File: src/rtl/wam_pkg.sv
// Shared types and constants for the whack-a-mole hit judge: FSM state
// encoding, light count and the "no light" code.
package wam_pkg;

  typedef enum logic [1:0] {
    IDLE       = 2'd0,
    WAIT_LIGHT = 2'd1,
    OPEN       = 2'd2,
    CLOSED     = 2'd3
  } state_t;

  localparam logic [3:0] NUM_LIGHTS = 4'd9;
  localparam logic [3:0] NO_LIGHT   = 4'hF;

  function automatic logic light_is_valid(input logic [3:0] pos);
    return (pos != NO_LIGHT) && (pos < NUM_LIGHTS);
  endfunction

endpackage

File: src/rtl/rise_detect.sv
// Rising-edge detector: one-cycle pulse when d goes 0->1 relative to the
// registered previous sample. A held-high level yields a single pulse.
module rise_detect (
  input  logic clk,
  input  logic reset,
  input  logic clear,
  input  logic d,
  output logic pulse
);

  logic prev_q;

  always_ff @(posedge clk or posedge reset) begin
    if (reset)      prev_q <= 1'b0;
    else if (clear) prev_q <= 1'b0;
    else            prev_q <= d;
  end

  assign pulse = d & ~prev_q;

endmodule

File: src/rtl/hit_judge.sv
// Judges key presses against a lit position, keeps score and lives.
// Optional macro HIT_JUDGE_TIMEOUT_MISS_EN: an unanswered window counts as a miss.
//
// Handshake: there is no valid/ready pair here; light_change and key_down are
// plain levels whose rising edges are the events. Judgement strobes are
// registered and appear one cycle after the press edge that caused them.
module hit_judge
  import wam_pkg::*;
#(
  parameter int SCORE_W = 6,
  parameter int LIVES_W = 4
) (
  input  logic               clk,
  input  logic               reset,
  input  logic               clear,
  input  logic               arm,
  input  logic               load_lives,
  input  logic [LIVES_W-1:0] lives_init,
  input  logic [3:0]         light_pos,
  input  logic               light_change,
  input  logic [3:0]         key,
  input  logic               key_down,
  output logic [SCORE_W-1:0] score,
  output logic [LIVES_W-1:0] lives_left,
  output logic               hit_pulse,
  output logic               miss_pulse,
  output logic               out_of_lives,
  output state_t             state_dbg
);

  state_t state_q, state_d;
  logic   light_ev, key_ev, light_ok;
  logic   judge, timeout_miss, hit_now, miss_press;
  logic   loaded_q;
  logic [1:0] miss_cnt;

  rise_detect u_light_edge (
    .clk   (clk),
    .reset (reset),
    .clear (clear),
    .d     (light_change),
    .pulse (light_ev)
  );

  rise_detect u_key_edge (
    .clk   (clk),
    .reset (reset),
    .clear (clear),
    .d     (key_down),
    .pulse (key_ev)
  );

  assign light_ok = light_is_valid(light_pos);

  always_comb begin
    state_d      = state_q;
    judge        = 1'b0;
    timeout_miss = 1'b0;
    if (!arm) begin
      state_d = IDLE;
    end else begin
      case (state_q)
        IDLE: state_d = WAIT_LIGHT;
        WAIT_LIGHT: begin
          if (light_ev && light_ok) begin
            judge   = key_ev;
            state_d = key_ev ? CLOSED : OPEN;
          end
        end
        OPEN: begin
          if (light_ev) begin
`ifdef HIT_JUDGE_TIMEOUT_MISS_EN
            timeout_miss = 1'b1;
`endif
            if (light_ok) begin
              judge   = key_ev;
              state_d = key_ev ? CLOSED : OPEN;
            end else begin
              state_d = WAIT_LIGHT;
            end
          end else if (key_ev) begin
            judge   = 1'b1;
            state_d = CLOSED;
          end
        end
        CLOSED: begin
          if (light_ev) begin
            if (light_ok) begin
              judge   = key_ev;
              state_d = key_ev ? CLOSED : OPEN;
            end else begin
              state_d = WAIT_LIGHT;
            end
          end
        end
        default: state_d = IDLE;
      endcase
    end
  end

  // A coincident press is judged against the light_pos presented with the edge.
  assign hit_now    = judge && (key == light_pos);
  assign miss_press = judge && (key != light_pos);
  assign miss_cnt   = {1'b0, miss_press} + {1'b0, timeout_miss};

  always_ff @(posedge clk or posedge reset) begin
    if (reset) begin
      state_q    <= IDLE;
      score      <= '0;
      lives_left <= '0;
      loaded_q   <= 1'b0;
      hit_pulse  <= 1'b0;
      miss_pulse <= 1'b0;
    end else if (clear) begin
      state_q    <= IDLE;
      score      <= '0;
      lives_left <= '0;
      loaded_q   <= 1'b0;
      hit_pulse  <= 1'b0;
      miss_pulse <= 1'b0;
    end else begin
      state_q <= state_d;
      // When a timeout miss and a press hit coincide, only miss_pulse strobes
      // so the two pulses stay exclusive; score and lives both still update.
      hit_pulse  <= hit_now & ~timeout_miss;
      miss_pulse <= miss_press | timeout_miss;
      if (hit_now && (score != {SCORE_W{1'b1}}))
        score <= score + 1'b1;
      if (load_lives) begin
        lives_left <= lives_init;
        loaded_q   <= 1'b1;
      end else if (miss_cnt != 2'd0) begin
        lives_left <= (lives_left > LIVES_W'(miss_cnt)) ?
                      lives_left - LIVES_W'(miss_cnt) : '0;
      end
    end
  end

  assign out_of_lives = loaded_q && (lives_left == '0);
  assign state_dbg    = state_q;

endmodule

File: config.mk
export PLATFORM = sky130hd
export DESIGN_NAME = hit_judge
export DESIGN_NICKNAME = d
export VERILOG_FILES = /design/src/rtl/wam_pkg.sv /design/src/rtl/rise_detect.sv /design/src/rtl/hit_judge.sv
export SDC_FILE = /design/constraint.sdc
export NUM_CORES = 1
export LEC_CHECK = 0
export ABC_AREA = 0
export CAP_MARGIN = 20
export CORE_MARGIN = 2
export CORE_UTILIZATION = 39
export CTS_CLUSTER_DIAMETER = 100
export CTS_CLUSTER_SIZE = 10
export DETAILED_ROUTE_END_ITERATION = 16
export PLACE_DENSITY = 0.77
export SLEW_MARGIN = 0
export SYNTH_ARGS = -nofsm -noshare
export SYNTH_HDL_FRONTEND = slang
export SYNTH_SLANG_ARGS = --single-unit
File: constraint.sdc
create_clock -name clk -period 2.3 [get_ports clk]
set_clock_uncertainty 0.15 [all_clocks]
set_input_delay 0.46 -clock clk [delete_from_list [all_inputs] [get_ports clk]]
set_output_delay 0.46 -clock clk [all_outputs]
set_load 0.02 [all_outputs]
==> flow_metrics.tcl, run 1 <==
set metrics [dict create \
    synth_sequential_area_ratio_pct 45.2 \
    synthesized_instance_count 103 \
    synth_enable_flop_cells 0 \
    wire_length_of_the_first_global_routing_pass_um 4130 \
    report.final.setup_viol 1 \
    worstPathRequired_ps 2350 \
    vias 984 \
    crit_path_frequent_cell "sky130_fd_sc_hd__ha_4" \
    clkSinkCount 17 \
    design.final.nets 178 \
    totalPowerFinal_w 0.000606 \
    h-tree-depth 1 \
    violations "setup timing" \
    run_status "complete, but fails checks" \
    hp-class "reg2reg" \
    ys.flop_type "sky130_fd_sc_hd__dfrtp_1" \
    clk_buf_depth 2 \
    design.core.area_um2 2250 \
    worst_hold_launch "loaded_q" \
    yosys.area.top_type_share_pct 45.2 \
    syn-cell-area_um2 942 \
    drt-wirelength-per-cell_um 14.4 \
    slew_violations 0 \
    drt_iter0_drc 16 \
    drt-pass1-iter-count 4 \
    yosys.area.top_type "sky130_fd_sc_hd__dfrtp_1" \
    post-dp-hpwl_um 1920 \
    slowest_delay_ps 430 \
    leakage_nw 0.654 \
    tritoncts.num_buffers 3 \
    overflow 0 \
    max_cap_violations 0 \
    final.setup.worst_slack_ps -8.41 \
    p_per_area_nw_per_um2 395 \
    setup.worst_path.class "reg2reg" \
    slowest_stage "sky130_fd_sc_hd__dfrtp_2" \
    worst-r2r-cell-count 10 \
    routed_wl_um 2630 \
    synth_async_sr_flop_share_pct 100 \
    timing.critical_path.buf_inv 1 \
    cts_tree "built" \
    drcViolationCount 0 \
    crit_family "simple AND/OR/NAND/NOR gates" \
    final.hold.worst_slack_ps 366 \
    whs_path_depth 2 \
    floorplan.rows 17 \
    place_congestion 0.828 \
    hold_vio_cnt_final 0 \
    post_synth_main_area_contributors "sky130_fd_sc_hd__dfrtp_1, sky130_fd_sc_hd__a21oi_1, sky130_fd_sc_hd__xnor2_1" \
    clock_pin_transition_on_the_worst_setup_and_hold_timing_paths_ps 100 \
    synth.yosys.warnings 0 \
    vdd_drop_max_v 0.000335 \
    rsz0062_at_grt "true" \
    clockRootBuffer "sky130_fd_sc_hd__clkbuf_4" \
    die_w_um 53.2 \
    grt_start_max_net_pins 18 \
    post-route-min-period_ps 2310 \
    floorplan.die_area_um2 2820 \
    synthMostInstantiatedCell "sky130_fd_sc_hd__dfrtp_1" \
    critPathCaptureType "register" \
    setup.worst_path.start_class "register" \
    critical_path.cell_chain "and3b_2, o22a_1, nand4_1, inv_2, ha_4, ha_4, a21oi_2, nor3_2, or4_1, a31oi_1" \
    postRouteAntennaNets 0 \
    mappedNetlistNets 125 \
    port_buffers 33 \
    max-slew-margin-rel_pct 56.5 \
    fin_crit_sh_pct 100 \
    mean_post_synth_cell_area_um2 9.15 \
    synthToLayoutAreaGrowth_pct 62.7 \
    clk_latency_ps 280 \
    antenna_found_initial 0 \
    min_to "loaded_q" \
    register_bit_total_from_synthesis 17 \
    final_core_util_pct 68.0 \
    number_of_diodes 0 \
    worst_slew_pin_slew_ps 651 \
    drive_gt1_share_pct 30.3 \
    global_routing_usage_summed_across_all_routing_layers_pct 20.0 \
    regToRegSetupSlack_ps -8 \
    floorplan.initialDensity_pct 41.8 \
    routed_via_density 5.38 \
    r2r_start "state_dbg[0]" \
    critPathArrivalTime_ps 2360 \
    crit_fanout 3 \
    chipHeight_um 53.2 \
    synthDistinctLibCells 31 \
    r2r_endpoint "lives_left[0]" \
    ios 34 \
    first_global_vias 959 \
    timing.fmax_mhz 433 \
    synth_top_cells_by_count "sky130_fd_sc_hd__dfrtp_1, sky130_fd_sc_hd__a21oi_1, sky130_fd_sc_hd__nand2_1, sky130_fd_sc_hd__nor2_1, sky130_fd_sc_hd__inv_1" \
]
[registers in the layout, indices dropped and copies added (netlist names)]
register	cells
score	6
lives_left	4
state_dbg	2
hit_pulse	1
loaded_q	1
miss_pulse	1
u_key_edge.prev_q	1
u_light_edge.prev_q	1
[how the worst max path moves through the flow]
stage,startpoint,cells after the start,end
2_1_floorplan,light_pos[2],8,lives_left[1]
3_3_place_gp,light_pos[2],11,lives_left[0]
3_5_place_dp,light_pos[2],11,lives_left[0]
4_1_cts,state_dbg[0],10,lives_left[0]
5_1_grt,u_light_edge.prev_q,10,lives_left[3]
6_report,state_dbg[0],10,lives_left[0]
[layout make-up]
type / instances / area (um^2)
clock buffer: 4 / 26.3
inverter: 7 / 26.3
timing repair buffer: 51 / 440
sequential: 17 / 428
multi-input combinational: 76 / 577
fill: 177 / 722
tap: 28 / 35.0
[kinds of logic after synthesis]
group	after synthesis	share of synthesized area [%]
and+or+nand+nor	45	27.0
AOI/OAI and AO/OA	22	14.2
DFF	17	45.2
buffers and inverters	10	3.98
xor gates and xnor gates	5	4.65
adders and majority gates	3	3.98
muxes	1	1.06
[repair_timing]
item | 4_1_cts | 5_1_grt
pin swaps | 12 | 17
endpoints found under the hold margin | 0 | 0
buffers inserted | 5 | 2
gates resized for setup | 18 | 27
hold buffers | 0 | 0
endpoints found under the setup margin | 7 | 6
cloned | 0 | 0
[placed cells by master, fill, tap and decap left out, types with 2 or more instances in the layout]
master	count
sky130_fd_sc_hd__xnor2_1	5
sky130_fd_sc_hd__dfrtp_2	2
sky130_fd_sc_hd__buf_4	17
sky130_fd_sc_hd__clkdlybuf4s50_1	22
sky130_fd_sc_hd__nand3b_1	3
sky130_fd_sc_hd__inv_1	6
sky130_fd_sc_hd__clkdlybuf4s15_1	3
sky130_fd_sc_hd__nand4_1	2
sky130_fd_sc_hd__dfrtp_1	15
sky130_fd_sc_hd__clkbuf_4	3
sky130_fd_sc_hd__a31oi_1	2
sky130_fd_sc_hd__clkbuf_2	6
sky130_fd_sc_hd__ha_4	2
sky130_fd_sc_hd__nor2_1	8
sky130_fd_sc_hd__or4_4	2
sky130_fd_sc_hd__nor2b_1	3
sky130_fd_sc_hd__o21ai_0	3
sky130_fd_sc_hd__nand2b_1	3
sky130_fd_sc_hd__nand2_1	8
sky130_fd_sc_hd__nor3_1	2
sky130_fd_sc_hd__or4_1	2
sky130_fd_sc_hd__a21oi_2	4
sky130_fd_sc_hd__a21oi_1	5
[power by group]
part	leakage (nW)	switching (W)	internal [W]
Clock	0.0150	0.0000880	0.0000672
Sequential	0.226	0.0000106	0.000308
Combinational	0.413	0.0000611	0.0000716
Total	0.654	0.000160	0.000446
[layer usage]
layer  global-route usage, %  part of all wire (%)  vias up
met2                    36.0                    51       26
met4                    2.99                  0.27        0
met1                    24.5                    42      478
met3                    4.80                   6.7        2
li1                        -                     -      478
met5                       0                     0        -
[through the flow]
stage	setup TNS [ps]	area [um^2]	cells	setup slack (ps)
finish	-8.41	1530	183	-8.41
CTS	-280	1480	181	-159
global placement	-3450	1400	172	-555
detailed placement	-3980	1400	172	-630
global route	-292	1530	183	-121
floorplan	-151	966	103	-80.3
[tightest hold or removal path, stage by stage (launching register included)]
cell and delay (ps):
sky130_fd_sc_hd__dfrtp_1 360, sky130_fd_sc_hd__nor2_1 50, sky130_fd_sc_hd__nor2_1 70
Power figures use the tool's default switching activity.
==> run 2: changes to the inputs <==
--- a/config.mk
+++ b/config.mk
@@ -14,4 +14,5 @@
 export DETAILED_ROUTE_END_ITERATION = 16
 export PLACE_DENSITY = 0.77
+export SETUP_SLACK_MARGIN = 0.4
 export SLEW_MARGIN = 0
 export SYNTH_ARGS = -nofsm -noshare
--- a/constraint.sdc
+++ b/constraint.sdc
@@ -3,3 +3,3 @@
 set_input_delay 0.46 -clock clk [delete_from_list [all_inputs] [get_ports clk]]
 set_output_delay 0.46 -clock clk [all_outputs]
-set_load 0.02 [all_outputs]
+set_load 0.005 [all_outputs]
==> run 2 against run 1 <==
  * Global-route usage increased by 3.0 points
  * Largest cell class unchanged
  * The flow still finishes with violations (setup timing)
  * Setup slack worse by 100 ps
  * Critical endpoint unchanged
  * Register-to-register slack lost 100 ps
  * Cell area rose by 12%
  * Largest power group unchanged
  * Clock-buffer cell count did not move
  * Core utilization up 8.2 points
  * Sequential cell count is the same
  * Combinational power is 17% higher
  * First-iteration DRC count rose by 56%
  * Final cell count grew 7.1%
==> flow_metrics.tcl, run 2 (same netlist as run 1, synthesis figures left out) <==
set metrics [dict create \
    power.share.sequential_pct 49.5 \
    hp-class "in2reg" \
    dpl_cell_area_um2 1440 \
    grt_start_max_net_pins 18 \
    overflow 0 \
    drt-pass1-iter-count 4 \
    final.setup.worst_slack_ps -110 \
    comb_power_share_pct 24.4 \
    vias 1098 \
    floorplan.initialDensity_pct 41.8 \
    routed_wl_um 3230 \
    mostFrequentLayoutCells "sky130_fd_sc_hd__buf_4, sky130_fd_sc_hd__dfrtp_1, sky130_fd_sc_hd__clkdlybuf4s50_1, sky130_fd_sc_hd__buf_2, sky130_fd_sc_hd__nand2_1" \
    clockRootBuffer "sky130_fd_sc_hd__clkbuf_4" \
    setup.worst_path.class "reg2reg" \
    crit_fanout 3 \
    port_buffers 33 \
    die_w_um 53.2 \
    clk_latency_ps 300 \
    place_congestion 0.850 \
    setup_tns_ps -213 \
    post-route-min-period_ps 2410 \
    vdd_drop_max_v 0.000356 \
    rsz0062_at_grt "true" \
    critPathArrivalTime_ps 2490 \
    drive_gt1_share_pct 43.5 \
    drcViolationCount 0 \
    final_design_area_no_fill_um2 1720 \
    run_status "complete, but fails checks" \
    first_global_vias 1062 \
    layout.cells.most_common "sky130_fd_sc_hd__buf_4" \
    largest_reg_flops 6 \
    ios 34 \
    postCtsHoldBufs 0 \
    max-slew-margin-rel_pct 55.1 \
    cts_tree "built" \
    clkSinkCount 17 \
    chipHeight_um 53.2 \
    total_switching_power_w 0.000176 \
    fin_crit_sh_pct 105 \
    clock_pin_transition_on_the_worst_setup_and_hold_timing_paths_ps 110 \
    worstPathRequired_ps 2380 \
    critPathCaptureType "register" \
    place_worst_setup_slack_ps -646 \
    global_routing_usage_summed_across_all_routing_layers_pct 23.0 \
    final.fill_count 157 \
    slew_violations 0 \
    setup.worst_path.start_class "register" \
    design.core.area_um2 2250 \
    final.hold.worst_slack_ps 384 \
    leakage_nw 0.856 \
    max_cap_violations 0 \
    number_of_diodes 0 \
    worst_slew_pin_slew_ps 673 \
    floorplan.rows 17 \
    postRouteAntennaNets 0 \
    drt-wirelength-per-cell_um 16.5 \
    wire_length_of_the_first_global_routing_pass_um 4610 \
    drt_iter0_drc 25 \
    p_per_area_nw_per_um2 370 \
    antenna_found_initial 0 \
    violations "setup timing" \
    power.switching_fraction_pct 27.7 \
    routed_via_density 5.60 \
    floorplan.die_area_um2 2820 \
    totalPowerFinal_w 0.000635 \
    tritoncts.num_buffers 3 \
    largest_register "score" \
    hold_vio_cnt_final 0 \
    post-dp-hpwl_um 1930 \
    timing.fmax_mhz 415 \
    design.final.nets 191 \
    report.final.setup_viol 2 \
    p_clk_share_pct 26.1 \
    synthToLayoutAreaGrowth_pct 82.3 \
    power_report.internal_total_w 0.000459 \
    h-tree-depth 1 \
    clk_buf_depth 2 \
]
run 2: area by class of cell:
cell class | count | area [um^2] | area share (%)
clock buffers | 4 | 26.3 | 1.53
inverters | 7 | 26.3 | 1.53
multi-input cells | 76 | 659 | 38.4
flip-flops and latches | 17 | 427 | 24.8
well taps | 28 | 35.0 | 2.04
repair buffers | 64 | 544 | 31.7
run 2: power groups by stage:
stage | Combinational (W) | Clock, W | Sequential, W
2_1_floorplan | 0.0000497 | 0 | 0.000320
3_3_place_gp | 0.000120 | 0 | 0.000321
3_5_place_dp | 0.000124 | 0 | 0.000321
4_1_cts | 0.000144 | 0.000166 | 0.000314
5_1_grt | 0.000164 | 0.000184 | 0.000316
6_report | 0.000155 | 0.000166 | 0.000315
run 2: worst paths after layout:
kind,start,to,slack (ps),cells past startpoint
setup reg to reg,state_dbg[0],lives_left[0],-110,10
setup / recovery,state_dbg[0],lives_left[0],-110,10
min in group asynchronous,reset,score[0],390,2
max in group asynchronous,reset,score[3],1130,2
hold / removal,light_change,u_light_edge.prev_q,380,2
hold reg to reg,loaded_q,loaded_q,390,2
run 2: critical path, stage by stage, from the launching register on:
cell,delay [ps]
sky130_fd_sc_hd__dfrtp_1,420
sky130_fd_sc_hd__and3b_1,190
sky130_fd_sc_hd__o22a_1,190
sky130_fd_sc_hd__nand4_1,130
sky130_fd_sc_hd__inv_2,60
sky130_fd_sc_hd__ha_4,160
sky130_fd_sc_hd__ha_4,160
sky130_fd_sc_hd__a21oi_2,110
sky130_fd_sc_hd__nor3_1,70
sky130_fd_sc_hd__or4_1,540
sky130_fd_sc_hd__a31oi_1,150
run 2: through the flow:
| step | util [%] | std cells |
|---|---|---|
| finish | 76.2 | 196 |
| global route | 76.2 | 196 |
| floorplan | - | 103 |
| detailed placement | 63.8 | 174 |
| global placement | 63.8 | 174 |
| CTS | 71.0 | 191 |
run 2: routing by layer:
layer	GRT usage (%)	wire, um
met4	8.55	40
met3	4.80	209
met2	42.1	1720
met5	0	0
met1	25.8	1260
run 2: timing repair:
action | CTS | global route
pin swaps | 20 | 8
gates resized for setup | 56 | 25
setup endpoints to repair | 11 | 18
buffers inserted | 13 | 5
endpoints found under the hold margin | 0 | 0
==> RTL change 1 (config.mk and constraints of run 1) <==
Build with the macro `HIT_JUDGE_TIMEOUT_MISS_EN` defined.
--- a/src/rtl/hit_judge.sv
+++ b/src/rtl/hit_judge.sv
@@ -6,2 +6,4 @@
 // registered and appear one cycle after the press edge that caused them.
+`define HIT_JUDGE_TIMEOUT_MISS_EN
+
 module hit_judge
Check against the original RTL: not equivalent (a bounded check fails within 10 cycles, from zero or initial values and one cycle with reset high).
==> RTL change 1 against run 1 <==
- the flow still finishes with violations (negative setup slack)
- synthesized area increased by 19%
- sequential cell count unchanged
- wire length grew 23%
- total power up 7.0%
- final cell count up 11%
- final area grew 20%
- worst setup slack got worse by 0.44 ns
- clock power rose by 5%
- sequential power about the same
- utilization decreased by 1.1 points
- critical endpoint is now lives_left[1]
==> RTL change 1: results (changes against run 1) <==
Status:
- The flow ran to the end, but the final reports show violations.
- The final reports fail on negative setup slack.

Pwr:
- The total leakage power is 0.000848 uW (+30%).
- The combinational cell power came to 167 uW (+26%).
- The clock share of power was 0.251 (-0.005).

Setup path:
- The worst path arrival time is 2.80 ns (+0.44 ns).
- The kind of cell adding the most delay to the critical path is adder cells.
- The cell count of the worst reg-to-reg path is 11 (+1).
- The end of the critical path is lives_left[1].

Routing:
- The wire length per cell came to 15.8 um (+10%).
- The total wire length is 3230 um (+23%).
- The routed length on met2 is 1710 um (+28%).
- The routed metal-1 wirelength came to 1320 um (+19%).

Final layout:
- The count of multi-input gates is 86 (+13%).
- The share of final-layout standard cells stronger than drive strength 1 was 0.329 (+0.0263).
- The multi-input logic area came to 805 um2 (+39%).

Placed design:
- The placer's final routability congestion estimate is 0.792 (-4.3%).
- The worst slack after detailed placement is -0.993 ns (-0.363 ns).

Logic synthesis:
- The number of instances in the synthesized netlist is 115 (+12%).
- The area share of the leading cell type in the synthesized netlist is 0.379 (-0.0729).
- By area the synthesized netlist is led by sky130_fd_sc_hd__dfrtp_1 (38%), sky130_fd_sc_hd__ha_1 (6.7%), sky130_fd_sc_hd__nor2b_1 (5.6%), sky130_fd_sc_hd__nor2_1 (3.3%), sky130_fd_sc_hd__inv_1 (3.0%).

Timing:
- The setup-violating endpoint count in the final report is 4 (+3).
- The measured slew at the worst slew-check pin is 0.694 ns (+0.0427 ns).
- The post-layout worst setup margin came to -0.446 ns (-0.438 ns).

Global route:
- The global-route total usage across every layer was 0.195 (-0.00530).
- The via count of the first global-routing pass is 1106 (+15%).
- The first-pass GRT wire length was 5030 um (+22%).
- The routing usage on met2 is 0.364 (+0.00322).

Clocking:
- The buffer count from post-CTS setup fixing came to 6 (+1).
## RTL change 1: stage by stage
stage | power (uW) | hold slack, ns | TNS (ns) | cell area [um2] | utilization
2_1_floorplan | 397 | 0.236 | -0.961 | 1200 | -
3_3_place_gp | 473 | 0.333 | -3.49 | 1690 | 0.614
3_5_place_dp | 478 | 0.368 | -4.02 | 1690 | 0.614
4_1_cts | 652 | 0.384 | -1.44 | 1810 | 0.656
5_1_grt | 684 | 0.410 | -1.74 | 1850 | 0.669
6_report | 649 | 0.393 | -1.40 | 1850 | 0.669
## RTL change 1: cells by family (layout without fill, tap and decap cells)
kind of cell,Yosys count,count (layout),synth area share
AO/OA/AOI/OAI,18,18,0.118
buffers and inverters,12,70,0.0401
AND/OR/NAND/NOR,53,53,0.297
XOR/XNOR,4,4,0.0379
multiplexers,4,4,0.0434
adder cells (fa/ha/maj),7,7,0.0846
flip-flops,17,17,0.379
==> RTL change 2 (settings of run 1) <==
Without the edit above. Register the output `out_of_lives`; this adds one clock of latency there. The other outputs are not delayed to match.
--- a/src/rtl/hit_judge.sv
+++ b/src/rtl/hit_judge.sv
@@ -138,3 +138,5 @@
 
-  assign out_of_lives = loaded_q && (lives_left == '0);
+  always_ff @(posedge clk) begin
+    out_of_lives <= loaded_q && (lives_left == '0);
+  end
   assign state_dbg    = state_q;
Check against the original RTL: not equivalent (a bounded check fails within 4 cycles, from zero or initial values and one cycle with reset high).
==> RTL change 2 against run 1 <==
- wire length is 7.5% higher
- synthesized cell count grew 6.8%
- total power increased by 8.6%
- synthesized area increased by 14%
- sequential cell count rose by 1
- die area is 13% higher
- global-route usage is 1.2 points lower
- first-iteration DRC count grew 56%
- worst setup slack improved by 0.099 ns
- final area rose by 7.8%
- largest cell class unchanged
==> RTL change 2: results (changes against run 1) <==
Setup path:
- The flop-to-flop setup slack was 0.09 ns (+0.10 ns).
- The worst path arrival time was 2.29 ns (-0.07 ns).
- The cell count of the worst reg-to-reg path is 11 (+1).

Logic synthesis:
- The post-synthesis compound-gate area fraction is 0.135 (-0.00737).
- The multiplexer share of the synthesized area came to 0.0407 (+0.0300).
- The number of unique standard cell types used by synthesis is 41 (+32%).
- The XOR/XNOR share of the synthesized area is 0.0407 (-0.00583).
- The sequential share of the synthesized area is 0.413 (-0.0381).
- By count the netlist is led by sky130_fd_sc_hd__dfrtp_1 (17), sky130_fd_sc_hd__nor2b_1 (10), sky130_fd_sc_hd__nor2_1 (9).
- In the post-synthesis netlist, the biggest area contributors are sky130_fd_sc_hd__dfrtp_1 (39%), sky130_fd_sc_hd__nor2b_1 (5.8%), sky130_fd_sc_hd__ha_1 (3.5%), sky130_fd_sc_hd__xnor2_1 (3.3%), sky130_fd_sc_hd__nor2_1 (3.1%).

Placed design:
- The worst slack after detailed placement was -0.435 ns (+0.195 ns).

Routing:
- The violation count after the first detailed-route iteration is 25 (+9).
- The total wire length was 2830 um (+7.5%).
- The wire length per cell came to 14.9 um (+3.5%).

Final layout:
- The end-of-flow core utilization came to 0.615 (-0.0645).
- The number of non-clock buffers in the layout came to 50 (-2.0%).
- The fraction of area in multi-input gates was 0.401 (+0.0249).
- The number of fillers in the final layout came to 234 (+32%).
- The count of inverters not on the clock network in the layout was 5 (-2).
- From synthesis to final layout, the design area changed by 53.4%.

Status:
- The run finished with clean final reports.

Clocking:
- The insertion delay to the later sink of the worst-skew pair was 0.30 ns (+0.02 ns).

Pwr:
- The total leakage power is 0.000762 uW (+16%).
- The highest ir drop seen on vdd is 0.000341 V (+1.8%).

Global route:
- The via count of the first global-routing pass is 1130 (+18%).
- The global-route met3 utilization is 0.0484 (+0.000364).
- The met1 demand-to-capacity share in global routing is 0.217 (-0.0284).
- The global-route total usage across every layer is 0.188 (-0.0116).

Timing:
- The measured slew at the worst slew-check pin is 0.374 ns (-0.277 ns).
[RTL change 2: cell count changes in the layout (fill, tap and decap cells not counted), sizes merged, moves of 3 or more]
cell,delta
mux2,+3
nand2,-3
a21oi,-8
clkdlybuf4s15,-3
or4,-3
dlymetal6s2s,+3
nor2b,+6
clkbuf,-6
dlygate4sd2,+6
[RTL change 2: power breakdown]
group	internal, uW	switching (uW)
clock network	67.6	104
registers	326	9.26
logic	80.4	71.3
[RTL change 2: metal layers]
| layer | vias up | share of wire | routed length [um] |
|---|---|---|---|
| met5 | - | 0 | 0 |
| met4 | 0 | 0.0064 | 18 |
| met3 | 2 | 0.049 | 138 |
| met2 | 36 | 0.53 | 1490 |
| met1 | 532 | 0.42 | 1180 |
| li1 | 499 | - | - |
[RTL change 2: timing repair]
item | 4_1_cts | 5_1_grt
resized for setup | 10 | 12
hold buffers | 0 | 0
setup endpoints to repair | 1 | 4
pin swaps | 11 | 6
setup buffers | 2 | 1
